File: src/rtl/ring_nic_if.sv
// Processor register bus and ring-router PE port of the ring NIC.
// The master side is the PE plus router; the slave side is the NIC.
interface ring_nic_if #(
  parameter int unsigned DATA_W = 64
);
  logic [1:0]        addr;
  logic [DATA_W-1:0] d_in;
  logic [DATA_W-1:0] d_out;
  logic              nicEn;
  logic              nicWrEn;
  logic              net_polarity;
  logic              net_so;
  logic              net_ro;
  logic [DATA_W-1:0] net_do;
  logic              net_si;
  logic              net_ri;
  logic [DATA_W-1:0] net_di;

  modport master (
    output addr, d_in, nicEn, nicWrEn, net_polarity, net_ro, net_si, net_di,
    input  d_out, net_so, net_do, net_ri
  );

  modport slave (
    input  addr, d_in, nicEn, nicWrEn, net_polarity, net_ro, net_si, net_di,
    output d_out, net_so, net_do, net_ri
  );
endinterface

File: src/rtl/ring_nic.sv
// Ring NIC: one-entry output and input buffers behind four processor registers,
// injecting on the VC matching router polarity and accepting ejected packets.
module ring_nic #(
  parameter int unsigned DATA_W = 64
) (
  input logic       clk,
  input logic       reset,
  ring_nic_if.slave bus
);
  localparam int unsigned VcBit = DATA_W - 1;

  logic [DATA_W-1:0] out_buf_q, out_buf_d;
  logic [DATA_W-1:0] in_buf_q, in_buf_d;
  logic [DATA_W-1:0] d_out_q, d_out_d;
  logic              out_full_q, out_full_d;
  logic              in_full_q, in_full_d;
  logic              wr_out, rd, send, recv;

  assign wr_out = bus.nicEn & bus.nicWrEn & (bus.addr == 2'b10);
  assign rd     = bus.nicEn & ~bus.nicWrEn;
  assign send   = out_full_q & bus.net_ro & (out_buf_q[VcBit] == bus.net_polarity) & ~reset;
  assign recv   = bus.net_si & bus.net_ri;

  assign bus.net_so = send;
  assign bus.net_do = out_buf_q;
  assign bus.net_ri = ~in_full_q & ~reset;
  assign bus.d_out  = d_out_q;

  always_comb begin
    out_buf_d  = out_buf_q;
    out_full_d = out_full_q;
    in_buf_d   = in_buf_q;
    in_full_d  = in_full_q;
    d_out_d    = d_out_q;

    if (send) out_full_d = 1'b0;
    // Fullness is judged before this edge's drain, so a write racing a send is dropped.
    if (wr_out && !out_full_q) begin
      out_buf_d  = bus.d_in;
      out_full_d = 1'b1;
    end

    if (rd) begin
      unique case (bus.addr)
        2'b00: begin
          d_out_d   = in_buf_q;
          in_full_d = 1'b0;
        end
        2'b01: d_out_d = {{(DATA_W-1){1'b0}}, in_full_q};
        2'b10: d_out_d = '0;
        2'b11: d_out_d = {{(DATA_W-1){1'b0}}, out_full_q};
      endcase
    end

    if (recv) begin
      in_buf_d  = bus.net_di;
      in_full_d = 1'b1;
    end
  end

  always_ff @(posedge clk) begin
    if (reset) begin
      out_buf_q  <= '0;
      out_full_q <= 1'b0;
      in_buf_q   <= '0;
      in_full_q  <= 1'b0;
      d_out_q    <= '0;
    end else begin
      out_buf_q  <= out_buf_d;
      out_full_q <= out_full_d;
      in_buf_q   <= in_buf_d;
      in_full_q  <= in_full_d;
      d_out_q    <= d_out_d;
    end
  end
endmodule

File: src/flat_wrapper.sv
// flat-port wrapper written by rule: the top's interface ports become plain ports
module ring_nic_flat 
#(
  parameter int unsigned DATA_W = 64
)
  (clk, reset, bus_addr, bus_d_in, bus_nicEn, bus_nicWrEn, bus_net_polarity, bus_net_ro, bus_net_si, bus_net_di, bus_d_out, bus_net_so, bus_net_do, bus_net_ri);
  ring_nic_if #(.DATA_W(DATA_W)) bus_i ();
  input logic clk;
  input logic reset;
  input wire logic [$bits(bus_i.addr)-1:0] bus_addr;
  input wire logic [$bits(bus_i.d_in)-1:0] bus_d_in;
  input wire logic [$bits(bus_i.nicEn)-1:0] bus_nicEn;
  input wire logic [$bits(bus_i.nicWrEn)-1:0] bus_nicWrEn;
  input wire logic [$bits(bus_i.net_polarity)-1:0] bus_net_polarity;
  input wire logic [$bits(bus_i.net_ro)-1:0] bus_net_ro;
  input wire logic [$bits(bus_i.net_si)-1:0] bus_net_si;
  input wire logic [$bits(bus_i.net_di)-1:0] bus_net_di;
  output wire logic [$bits(bus_i.d_out)-1:0] bus_d_out;
  output wire logic [$bits(bus_i.net_so)-1:0] bus_net_so;
  output wire logic [$bits(bus_i.net_do)-1:0] bus_net_do;
  output wire logic [$bits(bus_i.net_ri)-1:0] bus_net_ri;
  assign bus_i.addr = bus_addr;
  assign bus_i.d_in = bus_d_in;
  assign bus_i.nicEn = bus_nicEn;
  assign bus_i.nicWrEn = bus_nicWrEn;
  assign bus_i.net_polarity = bus_net_polarity;
  assign bus_i.net_ro = bus_net_ro;
  assign bus_i.net_si = bus_net_si;
  assign bus_i.net_di = bus_net_di;
  assign bus_d_out = bus_i.d_out;
  assign bus_net_so = bus_i.net_so;
  assign bus_net_do = bus_i.net_do;
  assign bus_net_ri = bus_i.net_ri;
  ring_nic #(.DATA_W(DATA_W)) u_core (.clk(clk), .reset(reset), .bus(bus_i));
endmodule
File: config.mk
export PLATFORM = sky130hd
export DESIGN_NAME = ring_nic_flat
export DESIGN_NICKNAME = d
export VERILOG_FILES = /design/src/rtl/ring_nic_if.sv /design/src/rtl/ring_nic.sv /design/src/flat_wrapper.sv
export SDC_FILE = /design/constraint.sdc
export NUM_CORES = 1
export LEC_CHECK = 0
export BUFFER_PORTS_ARGS = -buffer_cell sky130_fd_sc_hd__clkbuf_2
export CORE_ASPECT_RATIO = 1.5
export CORE_MARGIN = 2
export CORE_UTILIZATION = 28
export DETAILED_ROUTE_END_ITERATION = 10
export GPL_TIMING_DRIVEN = 0
export HOLD_SLACK_MARGIN = 0.02
export PLACE_DENSITY_LB_ADDON = 0.08
export SYNTH_ARGS = -nofsm -noshare
export SYNTH_HDL_FRONTEND = slang
export SYNTH_SLANG_ARGS = --single-unit
export TNS_END_PERCENT = 10
File: constraint.sdc
create_clock -name clk -period 2.4 [get_ports clk]
set_input_delay 0.36 -clock clk [delete_from_list [all_inputs] [get_ports clk]]
set_output_delay 0.36 -clock clk [all_outputs]
set_load 0.01 [all_outputs]
-- After elaboration in Yosys (flattened, before gate mapping)
Index checks and enable logic that the tools add are counted.
- add/subtract/negate cells: 0
- multipliers: 0
- div/mod/pow operators: 0
- order comparisons: 0
- eq/ne operators: 4
- shifts and indexed selects: 0
- multiplexer cells: 6
- bitwise logic cells: 11
- reduce and logical (&&, ||, !) cells: 7
- operator list (cell ; number):
    64-bit one-hot mux with 4 select lines ; 1
    1-bit AND ; 8
    2-bit nonzero test ; 3
    1-bit 2-to-1 mux ; 5
    2-bit equality test, second input constant ; 2
    1-bit NOT ; 3
    2-bit by 1-bit equality test with 1-bit output, second input constant ; 1
    2-bit logical NOT ; 1
    2-bit AND reduction ; 1
    1-bit equality test ; 1
    1-bit logical AND ; 1
    1-bit logical NOT ; 1
- register bits: 194
- latch bits: 0
- memory bits (writable): 0
- ROM bits: 0
- bits of input ports: 137
- output and inout port bits: 130
- logic and storage cells: 33
- memories: 0

-- Depth between registers and ports, before layout
- depth after elaboration: 5
- depth in mapped cells: 7
- gate-level depth less buffers: 3

-- Worst setup path before layout
Ideal clock, no wire load.
- path kind: input to output
- start point: in reset
- end point: out bus_net_ri
- arrival time: 1158 ps
- required time: 2040 ps
- setup slack: 882 ps
- cell stages on the path: 4
- path buffers: 3
- path through: buf_2 -> clkbuf_1 -> clkbuf_1 -> nor2_1
- longest elaborated chain between the ends: 2
- RTL lines (what ; line ; RTL):
    start, declared ; flat_wrapper.sv:9 ; input logic reset;
    1-bit NOT ; ring_nic.sv:26 ; assign bus.net_ri = ~in_full_q & ~reset;
    1-bit AND ; ring_nic.sv:26 ;
    end, declared ; flat_wrapper.sv:21 ; output wire logic [$bits(bus_i.net_ri)-1:0] bus_net_ri;
No other way between the ends.

-- Worst setup path in the final report
Ends and elaborated chain as after synthesis.

==> parameters.txt <==
Parameter                              Value

Clocking
  Cts hold-fix bufs ... 0
  Number of setup buffers added after CTS ... 0
  Clock tree from TritonCTS ... yes
  Deepest level of the CTS H-tree ... 4
  Post-cts resize count ... 0
  Clock slew at the register clock pins of the worst setup and hold paths ... 0.07 ns
  Root Driver ... sky130_fd_sc_hd__clkbuf_16
  TritonCTS buffer count ... 17
  Bufs on Longest Clock Path ... 2
  Clock latency on the worst-skew pair ... 0.44 ns
  CTS sink cnt ... 194

Timing
  Timing-limited maximum frequency ... 484 MHz
  Setup skew after layout ... 0.0124 ns
  Setup violations, final ... 0
  Total negative slack for setup checks ... 0 ns
  Slew Limit Headroom ... 62.1%
  Final hold viol count ... 0
  Final Max Tran Viols ... 0
  Transition time at the pin with the least slew margin ... 0.569 ns
  Final Critical Period ... 2.07 ns
  Period Utilization, post-route ... 86.1%
  RSZ-0062 raised after global routing ... no

Global route
  Total global routing overflow ... 0
  Vias in the first global route ... 6360
  Pin count of the biggest net entering global routing ... 17
  Global-route wire length before repair ... 34800 um
  Number of antenna violations at the first check in global routing ... 2
  Total global-route track usage ... 17.1%

Floorplan
  Vertical die dimension ... 198 um
  Chip width ... 133 um
  Total Die Area ... 26400 um2
  Rows ... 71
  Top Ports ... 267
  Effective utilization at floorplan ... 28.3%
  Area inside the core boundary ... 24900 um2

Placement
  Number of input and output port buffers inserted ... 265
  Weighted congestion reported at the end of routability-driven placement ... 0.760
  Post-Place Cell Area ... 8770 um2
  Placed wire-length estimate after detailed placement ... 16700 um
  Placed cell count ... 1379

Worst setup path
  Delay of the slowest cell on the worst path ... 0.47 ns
  Worst-path cell chain ... buf_2, clkbuf_1, clkbuf_1, nor2_1, clkbuf_2
  Reg-to-Reg End ... u_core.in_buf_q[57]$_SDFFE_PP0P_
  Worst setup slack for register-to-register paths ... 1.03 ns
  Cell mode on critical path ... sky130_fd_sc_hd__clkbuf_1
  Path type of the worst setup path ... in -> out
  Kind of start point of the critical path ... input pin
  Worst reg2reg path depth ... 6
  Crit path max fanout ... 10
  Critical Path Slowest Stage Cell ... sky130_fd_sc_hd__clkbuf_1
  Cell type group with the largest total delay on the critical path ... buffers and inverters
  Combined buffer and inverter count along the critical path ... 4
  CP endpoint kind ... output port
  Critical register-to-register path startpoint ... u_core.in_full_q$_SDFFE_PP0P_
  Arrival time at the worst endpoint ... 1.71 ns
  Critical Path RT ... 2.04 ns

Layout
  Proportion of layout cells with a drive suffix above 1 ... 32.4%
  Layout Cell Area excl Fill ... 9310 um2
  Area growth syn-to-layout ... 32.4%
  Post-layout net count ... 1207
  Number of fill cells ... 2689
  Final core utilization ... 37.4%
  Non-Filler Instances ... 1411

Min path
  Instance count along the most critical hold path ... 3
  Endpoint of the worst hold path ... u_core.in_buf_q[24]$_SDFFE_PP0P_
  HP Start ... bus_net_di[24]
  Hold Path Class ... in -> reg

Yosys
  Most frequently used cell type in the post-synthesis netlist ... sky130_fd_sc_hd__nand2_1
  Fraction of registers with async set or reset after synthesis ... 0%
  Post-synthesis cell area ... 7030 um2
  Post-Synthesis Mean Instance Area ... 8.95 um2
  Most used standard cells in the synthesized netlist ... 258 x sky130_fd_sc_hd__nand2_1, 194 x sky130_fd_sc_hd__dfxtp_1, 66 x sky130_fd_sc_hd__nor2_1, 65 x sky130_fd_sc_hd__mux2i_1, 63 x sky130_fd_sc_hd__a22oi_1
  Synthesized flop and latch total ... 194
  Fraction of post-synthesis cell area in the top cell type by area ... 55.2%
  Cell type with the largest total area after synthesis ... sky130_fd_sc_hd__dfxtp_1
  Most used DFF post-synth ... sky130_fd_sc_hd__dfxtp_1
  Post-Syn Instances ... 786
  Post-synthesis cell type count ... 23
  Synthesis warning total ... 0
  Syn nets ... 923
  Largest cells by area after synthesis ... sky130_fd_sc_hd__dfxtp_1 55%, sky130_fd_sc_hd__nand2_1 14%, sky130_fd_sc_hd__mux2i_1 9.3%
  Post-synth EDFFs ... 0
  Sequential fraction of the synthesis area ... 55.2%

Pwr
  PD cells ... 705 nW/um2
  Part of the power in registers ... 51.5%
  Comb power frac ... 7.9%
  Standby leakage power ... 4.04 nW
  Clock group share of total power ... 40.6%
  Max IR drop VDD ... 487 uV
  Switching share of total power ... 24.9%
  Net switching component of the power ... 1.64 mW
  Total power consumption of the routed design ... 6.56 mW
  Cell-internal power ... 4.92 mW

Drt
  Antenna violation net count after detailed routing ... 0
  Vias post-DR ... 6217
  Vias/cell ... 4.41
  Routed wire per std cell ... 15.9 um
  TritonRoute pass-1 iters ... 4
  Residual DRC count ... 0
  DRC violation total after the first TritonRoute iteration ... 211
  Final wirelength ... 22500 um

Run
  MaxCap Viol Count ... 0

Outcome
  Run status ... complete, no violations
==> stage by stage <==
| stage | setup slack [ns] | hold slack (ns) |
|---|---|---|
| after CTS | 0.255 | 0.0968 |
| after global placement | 0.246 | 0.437 |
| after global routing | 0.159 | 0.113 |
| after floorplan | 0.882 | 0.428 |
| after detailed placement | 0.267 | 0.440 |
| final | 0.333 | 0.121 |
==> sequential cells by signal, summed over array words and instances (netlist names) <==
name / cells
u_core.bus.d_out: 64
u_core.bus.net_do: 64
u_core.in_buf_q: 64
u_core.in_full_q: 1
u_core.out_full_q: 1
==> layer usage <==
| metal | track usage (%) | part of all wire (%) | vias up |
|---|---|---|---|
| li1 | - | - | 3159 |
| met1 | 19.2 | 41 | 2867 |
| met2 | 30.7 | 52 | 167 |
| met3 | 4.56 | 5.1 | 22 |
| met4 | 6.34 | 2.0 | 2 |
| met5 | 0 | 0.058 | - |
==> worst max path at each step <==
stage,from,end,cells after the start
6_report,reset,bus_net_ri,5
5_1_grt,reset,bus_net_ri,5
4_1_cts,reset,bus_net_ri,5
3_5_place_dp,reset,bus_net_ri,5
3_3_place_gp,reset,bus_net_ri,5
2_1_floorplan,reset,bus_net_ri,4
==> placed cells by master (no fill, tap or decap), types with 2 or more instances in the layout <==
cell type | netlist | layout
sky130_fd_sc_hd__clkbuf_8 | 0 | 2
sky130_fd_sc_hd__mux2i_1 | 65 | 65
sky130_fd_sc_hd__clkinv_4 | 0 | 3
sky130_fd_sc_hd__o21ai_0 | 49 | 49
sky130_fd_sc_hd__buf_6 | 11 | 11
sky130_fd_sc_hd__clkbuf_16 | 0 | 17
sky130_fd_sc_hd__nand2_1 | 258 | 258
sky130_fd_sc_hd__inv_6 | 0 | 3
sky130_fd_sc_hd__o21ai_1 | 15 | 15
sky130_fd_sc_hd__dfxtp_1 | 194 | 194
sky130_fd_sc_hd__nand2b_1 | 2 | 2
sky130_fd_sc_hd__nor2_1 | 66 | 66
sky130_fd_sc_hd__clkinv_2 | 0 | 4
sky130_fd_sc_hd__clkbuf_2 | 4 | 269
sky130_fd_sc_hd__clkbuf_1 | 10 | 11
sky130_fd_sc_hd__buf_2 | 34 | 34
sky130_fd_sc_hd__buf_4 | 5 | 5
sky130_fd_sc_hd__a22oi_1 | 63 | 63
==> tightest hold or removal path, cell delays in order <==
cell and delay (ns):
sky130_fd_sc_hd__clkbuf_2 0.08, sky130_fd_sc_hd__nand2_1 0.04, sky130_fd_sc_hd__o21ai_0 0.05
==> power by group through the flow <==
stage | Clock [mW] | Combinational [mW] | Sequential (mW)
6_report | 2.66 | 0.515 | 3.38
5_1_grt | 2.89 | 0.582 | 3.39
4_1_cts | 2.76 | 0.531 | 3.38
3_5_place_dp | 0 | 0.529 | 3.46
3_3_place_gp | 0 | 0.527 | 3.45
2_1_floorplan | 0 | 0.259 | 3.46
==> cells by family after synthesis <==
logic type | synth area share, %
buffers and inverters | 5.59
DFF | 55.2
and+or+nand+nor | 18.2
xor gates and xnor gates | 0.125
AOI/OAI and AO/OA | 11.6
muxes | 9.25
==> area by class of cell <==
class                           instances  area, um2  share of cell area (%)
Buffer                                 64        389                    4.18
Antenna cell                            1       2.50                  0.0269
Sequential cell                       194       3880                    41.7
Timing Repair Buffer                  265       1330                    14.2
Tap cell                              328        410                    4.41
Clock buffer                           20        457                    4.91
Multi-Input combinational cell        527       2760                    29.6
Clock inverter                         11       80.1                   0.860
Inverter                                1       3.75                  0.0403
Power figures use the tool's default switching activity.
